$ cat config.mk
export PLATFORM = sky130hd
export DESIGN_NAME = frame_capture_buffer
export DESIGN_NICKNAME = d
export VERILOG_FILES = /design/src/rtl/frame_capture_buffer_pkg.sv /design/src/rtl/frame_capture_buffer_sync_byte_fifo.sv /design/src/rtl/frame_capture_buffer.sv
export SDC_FILE = /design/constraint.sdc
export NUM_CORES = 1
export LEC_CHECK = 0
export ABC_CLOCK_PERIOD_IN_PS = 2900
export CORE_ASPECT_RATIO = 1.2
export CORE_UTILIZATION = 59
export CTS_CLUSTER_DIAMETER = 100
export DETAILED_ROUTE_END_ITERATION = 10
export PLACE_DENSITY = 0.78
export REMOVE_ABC_BUFFERS = 1
export SETUP_SLACK_MARGIN = 0.1
export SYNTH_ARGS = -nofsm -noshare
export SYNTH_HDL_FRONTEND = slang
export SYNTH_SLANG_ARGS = --single-unit
$ cat constraint.sdc
create_clock -name CLK -period 2.9 [get_ports CLK]
set_input_delay 0.725 -clock CLK [delete_from_list [all_inputs] [get_ports CLK]]
set_output_delay 0.725 -clock CLK [all_outputs]
set_load 0.01 [all_outputs]
$ cat src/rtl/frame_capture_buffer_pkg.sv
// Shared definitions for the frame capture buffer: FSM encodings, byte width
// and the default FIFO depth.
package frame_capture_buffer_pkg;

  localparam int BYTE_W        = 8;
  localparam int DEFAULT_DEPTH = 16;

  // FSM state encodings (kept as plain constants for legacy tooling)
  localparam logic [1:0] ST_IDLE    = 2'b00;
  localparam logic [1:0] ST_CAPTURE = 2'b01;
  localparam logic [1:0] ST_CLOSE   = 2'b10;

endpackage

$ cat src/rtl/frame_capture_buffer_sync_byte_fifo.sv
// Synchronous byte FIFO: storage, wrapping pointers with an extra lap bit,
// EMPTY/FULL derived from the pointers, and a registered read port.
// Handshake: a write happens when wr_en=1 and full=0; a pop happens when
// rd_en=1 and empty=0, with rd_data/rd_valid presented on the next cycle.
module sync_byte_fifo
  import frame_capture_buffer_pkg::*;
#(
  parameter int DEPTH = DEFAULT_DEPTH,
  parameter int AW    = 4
) (
  input  logic              CLK,
  input  logic              RST_N,
  input  logic              wr_en,
  input  logic [BYTE_W-1:0] wr_data,
  input  logic              rd_en,
  output logic [BYTE_W-1:0] rd_data,
  output logic              rd_valid,
  output logic              empty,
  output logic              full
);

  logic [BYTE_W-1:0] mem [DEPTH];
  logic [AW:0]       wr_ptr;
  logic [AW:0]       rd_ptr;
  logic              wr_ok;
  logic              rd_ok;

  // Occupancy flags come straight from the registered pointers
  assign empty = (wr_ptr == rd_ptr);
  assign full  = (wr_ptr[AW-1:0] == rd_ptr[AW-1:0]) && (wr_ptr[AW] != rd_ptr[AW]);

  // A read never makes room for a same-cycle write when full
  assign wr_ok = wr_en && !full;
  assign rd_ok = rd_en && !empty;

  // Storage array; contents are don't-care until written
  always_ff @(posedge CLK) begin
    if (wr_ok) mem[wr_ptr[AW-1:0]] <= wr_data;
  end

  // Pointer advance and registered read port
  always_ff @(posedge CLK or negedge RST_N) begin
    if (!RST_N) begin
      wr_ptr   <= '0;
      rd_ptr   <= '0;
      rd_data  <= '0;
      rd_valid <= 1'b0;
    end else begin
      rd_valid <= rd_ok;
      if (wr_ok) wr_ptr <= wr_ptr + 1'b1;
      if (rd_ok) begin
        rd_ptr  <= rd_ptr + 1'b1;
        rd_data <= mem[rd_ptr[AW-1:0]];
      end
    end
  end

endmodule

$ cat src/rtl/frame_capture_buffer.sv
// Frame capture buffer: captures the bytes of each WREN window into a FIFO
// and closes the window as a frame with length and XOR checksum.
// Handshake: each WREN-high cycle offers one byte; it is accepted only in
// IDLE/CAPTURE while the FIFO is not full, otherwise it is dropped and
// OVERFLOW is set. Reads use RD_EN with one cycle of latency to RD_VALID.
module frame_capture_buffer
  import frame_capture_buffer_pkg::*;
#(
  parameter int DEPTH = DEFAULT_DEPTH,
  parameter int AW    = 4
) (
  input  logic        CLK,
  input  logic        RST_N,
  input  logic [7:0]  DBUS,
  input  logic        WREN,
  input  logic        RD_EN,
  input  logic        CLR_OVF,
  output logic [7:0]  RD_DATA,
  output logic        RD_VALID,
  output logic        EMPTY,
  output logic        FULL,
  output logic        FRAME_DONE,
  output logic [7:0]  FRAME_LEN,
  output logic [7:0]  CHKSUM,
  output logic        OVERFLOW,
  output logic [1:0]  DBG_STATE
);

  logic [1:0] state;
  logic [7:0] run_len;
  logic [7:0] run_xor;
  logic       in_window;
  logic       accept;
  logic       drop;

  assign DBG_STATE = state;

  // Bytes are only taken while the window is open; CLOSE always drops
  assign in_window = (state == ST_IDLE) || (state == ST_CAPTURE);
  assign accept    = WREN && in_window && !FULL;
  assign drop      = WREN && !accept;

  sync_byte_fifo #(
    .DEPTH (DEPTH),
    .AW    (AW)
  ) u_fifo (
    .CLK      (CLK),
    .RST_N    (RST_N),
    .wr_en    (accept),
    .wr_data  (DBUS),
    .rd_en    (RD_EN),
    .rd_data  (RD_DATA),
    .rd_valid (RD_VALID),
    .empty    (EMPTY),
    .full     (FULL)
  );

  // Frame FSM with running length/checksum; results latch when the window ends
  always_ff @(posedge CLK or negedge RST_N) begin
    if (!RST_N) begin
      state      <= ST_IDLE;
      run_len    <= '0;
      run_xor    <= '0;
      FRAME_DONE <= 1'b0;
      FRAME_LEN  <= '0;
      CHKSUM     <= '0;
    end else begin
      FRAME_DONE <= 1'b0;
      if (accept) begin
        if (run_len != 8'hFF) run_len <= run_len + 8'd1;
        run_xor <= run_xor ^ DBUS;
      end
      case (state)
        ST_IDLE: begin
          if (WREN) state <= ST_CAPTURE;
        end
        ST_CAPTURE: begin
          if (!WREN) begin
            // FRAME_DONE is high for exactly the CLOSE cycle
            state      <= ST_CLOSE;
            FRAME_DONE <= 1'b1;
            FRAME_LEN  <= run_len;
            CHKSUM     <= run_xor;
            run_len    <= '0;
            run_xor    <= '0;
          end
        end
        ST_CLOSE: begin
          state <= ST_IDLE;
        end
        default: begin
          state <= ST_IDLE;
        end
      endcase
    end
  end

  // Sticky overflow; a drop in the clearing cycle keeps the flag set
  always_ff @(posedge CLK or negedge RST_N) begin
    if (!RST_N) begin
      OVERFLOW <= 1'b0;
    end else if (drop) begin
      OVERFLOW <= 1'b1;
    end else if (CLR_OVF) begin
      OVERFLOW <= 1'b0;
    end
  end

endmodule

Word-level counts from Yosys, hierarchy flattened --
Memories as Yosys holds them, arrays and structs flattened. A register that Yosys moved wholly into a read port is not among the register bits. Index checks and enable logic that the tools add are counted.
Storage, ports and cells: memories 1, memory bits (read-only) 0, latch bits 0, bits in writable memories 128, bits in registers 47, word-level logic and storage cells 54, input bits 13
Memory list:
- u_fifo.mem | depth 16, bits a word 8, rd ports 1, clocked after memory_dff 1, write ports 1, line frame_capture_buffer_sync_byte_fifo.sv:22 | logic [BYTE_W-1:0] mem [DEPTH];
Operators by class: shift-type cells 0, muxes and demuxes 16, reductions and logical operators 15, $lt $le $gt $ge 0, divide/modulo/power cells 0, multiply operators 0, bitwise logic cells 2, $add $sub $neg 3, equal/unequal tests 7
Operators by type and width (count):
- two-way mux 8 bit | 7
- adder 5 x 1 -> 5 bit, second input constant | 2
- adder 8 x 1 -> 8 bit, second input constant | 1
- inequality test 8 bit, second input constant | 1
- XOR 8 bit | 1
- logical AND 1 bit | 6
- two-way mux 1 bit | 6
- equality test 5 bit | 1
- equality test 4 bit | 1
- logical NOT 1 bit | 4
- two-way mux 2 bit | 2
- inequality test 2 bit, second input constant | 2
- case mux 2 bit (2 select lines) | 1
- AND reduction 2 bit | 2
- equality test 2 x 1 -> 1 bit, second input constant | 1
- logical NOT 2 bit | 1
- nonzero test 2 bit | 1
- logical OR 1 bit | 1
- inequality test 1 bit | 1
- inverter 1 bit | 1

Depth between registers and ports, before layout --
word-level depth 7, depth in mapped cells 8, mapped depth without buffers 6

Modules after synthesis --
Synthesis repeated with hierarchy kept, for this count alone.
Unflattened totals: cells, all modules 430, area total of the unflattened synthesis 7526.0 um^2
By module, submodules not included:
- sync_byte_fifo | area each 5974.5 um^2, cells an instance 304, times used 1, seq. area each 4319.1 um^2
- frame_capture_buffer | area each 1551.5 um^2, cells an instance 126, times used 1, seq. area each 900.9 um^2

Least setup slack after synthesis --
Ideal clock, no wire load.
path type input-to-reg, from in WREN, to mem u_fifo.mem[0][0], enable pin, slack 328 ps, stages 4, data arrival time 2174 ps, library setup time 398 ps, data required time 2502 ps, cell sequence and2b_1 o21ai_4 buf_2 nor4b_1
On the way: longest elaborated chain between the ends 5
RTL lines:
- start, declared | line frame_capture_buffer.sv:15 | input logic WREN,
- logical AND 1 bit (2 in series) | line frame_capture_buffer.sv:40 | assign accept = WREN && in_window && !FULL;
- logical AND 1 bit | line frame_capture_buffer_sync_byte_fifo.sv:33 | assign wr_ok = wr_en && !full;
- two-way mux 1 bit | line frame_capture_buffer_sync_byte_fifo.sv:38 | if (wr_ok) mem[wr_ptr[AW-1:0]] <= wr_data;
- two-way mux 1 bit (implied by the code) | line frame_capture_buffer_sync_byte_fifo.sv:38
- end, declared | line frame_capture_buffer_sync_byte_fifo.sv:22
Every way passes these cells.

Worst setup path after layout --
from reg u_fifo.wr_ptr[0], to out FULL
On the way: longest elaborated chain between the ends 2
RTL lines:
- start, declared | line frame_capture_buffer_sync_byte_fifo.sv:23 | logic [AW:0] wr_ptr;
- start signal, assigned | line frame_capture_buffer_sync_byte_fifo.sv:50 | if (wr_ok) wr_ptr <= wr_ptr + 1'b1;
- equality test 4 bit | line frame_capture_buffer_sync_byte_fifo.sv:30 | assign full = (wr_ptr[AW-1:0] == rd_ptr[AW-1:0]) && (wr_ptr[AW] != rd_ptr[AW]);
- logical AND 1 bit | line frame_capture_buffer_sync_byte_fifo.sv:30
- end, declared | line frame_capture_buffer.sv:21 | output logic FULL,
Every way passes these cells.

==> flow_summary.toml <==
[run_status]
status = "finished, final reports clean"

[finish]
fillers = 784
layout_common_cells = "edfxtp_1 (128), nand2_1 (69), dfrtp_1 (51)"
finish.utilization = 0.716
drive_gt1_frac = 0.166
final_common_cell = "edfxtp_1"
diodes = 0
nets = 548
syn2layout_area_growth_pct = 17.3
finalInstanceArea_um2 = 8750

[worst_setup_path]
cp.required_ns = 2.17
crit_arrival_ns = 2.05
end_kind = "output port"
cp_max_fo = 5
cp-start-kind = "flip-flop"
path_class = "reg2out"
cp_cell_sequence = "xnor2_2 > nand4_4 > nor2_2 > clkdlybuf4s50_1"
path_delay_family = "buffers and inverters"
path_buf_inv = 1
slowest_stage = "clkdlybuf4s50_1"
critPathMaxStageDelay_ns = 0.55

[detailed_routing]
drc = 0
viasPerCell = 5.90
routed_wl_mm = 14.9
via_count = 4146
routedWlPerCell_um = 21.1
dr.first_iter.drc_count = 315
ant_nets = 0
drt_pre_antenna_iters = 5

[sta]
worstMarginPinSlew_ns = 0.728
drv_slew = 0
slew_headroom = 0.502
finalHoldViolations = 0
fin_crit_ns = 2.78
fin_ws_ns = 0.121
rsz0062_at_grt = "no"
setup_violations = 0
clock.fmax_mhz = 360
skew_ns = 0.00953
timing.final.crit_share = 0.958

[clock_network]
cts.sinks = 183
clk_pin_slew_ns = 0.07
cts-htree-levels = 4
cts_tree = "yes"
clk_latency_ns = 0.43
clock_path_buffers = 2
numCtsBuffers = 17
root_buffer = "clkbuf_16"
holdBufCountCts = 0

[yosys]
ys_types = 43
synth_edf_count = 128
synth_xor_area_frac = 0.0164
synth-async-reset-ratio = 0.301
muxShareOfSynthArea = 0.113
synth_fa_ha_area_frac = 0.0101
synth_area_per_cell_um2 = 15.7
synth-seq-cells = 183
syn_area_um2 = 7460
synth_compound_area_frac = 0.0454
ys.flop_type = "edfxtp_1"
yosysSeqAreaShare = 0.700
yosys.area_share.simple = 0.0894
synth_cells = 475
ys.warnings.count = 0
synth_top_family_by_area = "multiplexers"

[floorplan]
start_util = 0.611
core_area_um2 = 12200
fp.dieArea_um2 = 13100
die_h_um = 125
io_pins = 44
die_x_um = 105
num_rows = 44

[placed_design]
dp_hpwl_mm = 9.17
place.gp.congestion = 0.822
pre_cts_ws_ns = 0.177
io_buffer_count = 43
place_area_um2 = 8070

[grt]
antenna_found_initial = 0
grt_pass1_wl_mm = 22.9
gr-usage-met1 = 0.317
track_usage = 0.237
busiest_layer = "met2"
use_met2 = 0.390
overflow = 0
grt_max_degree = 56
grt_util_met3 = 0.0490
grt_pass1_vias = 4070

[pwr]
power.density_nw_per_um2 = 965
leakagePower_nw = 3.27
ir_drop_v = 0.000483
power.total_mw = 8.45

[hold_path]
hp-class = "in2async"

[job]
max_cap_violations = 0
-- power breakdown --
group / total, mW / internal (mW) / switching (mW)
Combinational: 2.56 / 1.22 / 1.34
Clock: 2.35 / 1.40 / 0.947
Sequential: 3.54 / 3.25 / 0.290
Total: 8.45 / 5.87 / 2.58
-- path summary, 6_finish.rpt --
| path | start | to | slack [ns] | cells after the start |
|---|---|---|---|---|
| max | u_fifo.wr_ptr[0] | FULL | 0.12 | 4 |
| min | RST_N | u_fifo.rd_data[5] | 0.28 | 2 |
| max reg2reg | u_fifo.rd_ptr[4] | u_fifo.mem[6][1] | 0.50 | 4 |
| min reg2reg | run_xor[1] | run_xor[1] | 0.47 | 1 |
| max in group asynchronous | RST_N | u_fifo.wr_ptr[1] | 2.34 | 2 |
| min in group CLK | run_xor[1] | run_xor[1] | 0.47 | 1 |
-- cell usage after synthesis, drive strengths merged (8+ instances only) --
library cell  number  area [um^2]
edfxtp           128         3840
a2111oi            8         70.1
a21oi             20          100
a211oi             8         60.1
buf               16          118
mux2i             17          170
inv                9         33.8
nor2              14         52.6
nor2b             16          100
mux2               9          101
mux4              24          571
clkbuf            12         45.0
dfrtp             55         1380
xnor2             11         96.3
nand2             69          259
-- stage by stage --
step                      cells  TNS (ns)  hold slack [ns]
after floorplan             447     -9.23            0.429
after global placement      666         0            0.460
after detailed placement    666         0            0.461
after CTS                   699         0            0.288
after global routing        703         0            0.305
final                       703         0            0.280
-- final cells by class --
| type | count | area, um^2 | area share |
|---|---|---|---|
| sequential | 183 | 5230 | 0.597 |
| multi-input combinational | 255 | 2100 | 0.240 |
| timing repair buffer | 63 | 588 | 0.0672 |
| clock buffer | 21 | 460 | 0.0526 |
| tap | 161 | 201 | 0.0230 |
| clock inverter | 11 | 145 | 0.0166 |
| inverter | 9 | 33.8 | 0.00386 |
-- layer usage --
metal / wire length [um] / share of wire
met1: 6190 / 0.42
met5: 0 / 0
met4: 343 / 0.023
met2: 7530 / 0.51
met3: 798 / 0.054
-- registers in the layout, indices dropped and copies added, names as in the netlist --
signal           count
run_xor              8
u_fifo.mem         128
OVERFLOW             1
u_fifo.rd_valid      1
FRAME_LEN            8
FRAME_DONE           1
DBG_STATE            2
u_fifo.wr_ptr        5
CHKSUM               8
u_fifo.rd_data       8
run_len              8
u_fifo.rd_ptr        5
-- cell families after synthesis --
group           Yosys count
compound gates           50
xor+xnor                 14
fa+ha+maj                 6
buf+inv                  37
flops                   183
mux                      50
simple gates            135
-- what timing repair did --
item / in CTS / in global routing
pin swaps: 1 / 1
setup buffers: 1 / 4
endpoints found under the setup margin: 2 / 2
gates resized for setup: 3 / 6
No activity file was read; power rests on OpenSTA's default activity.
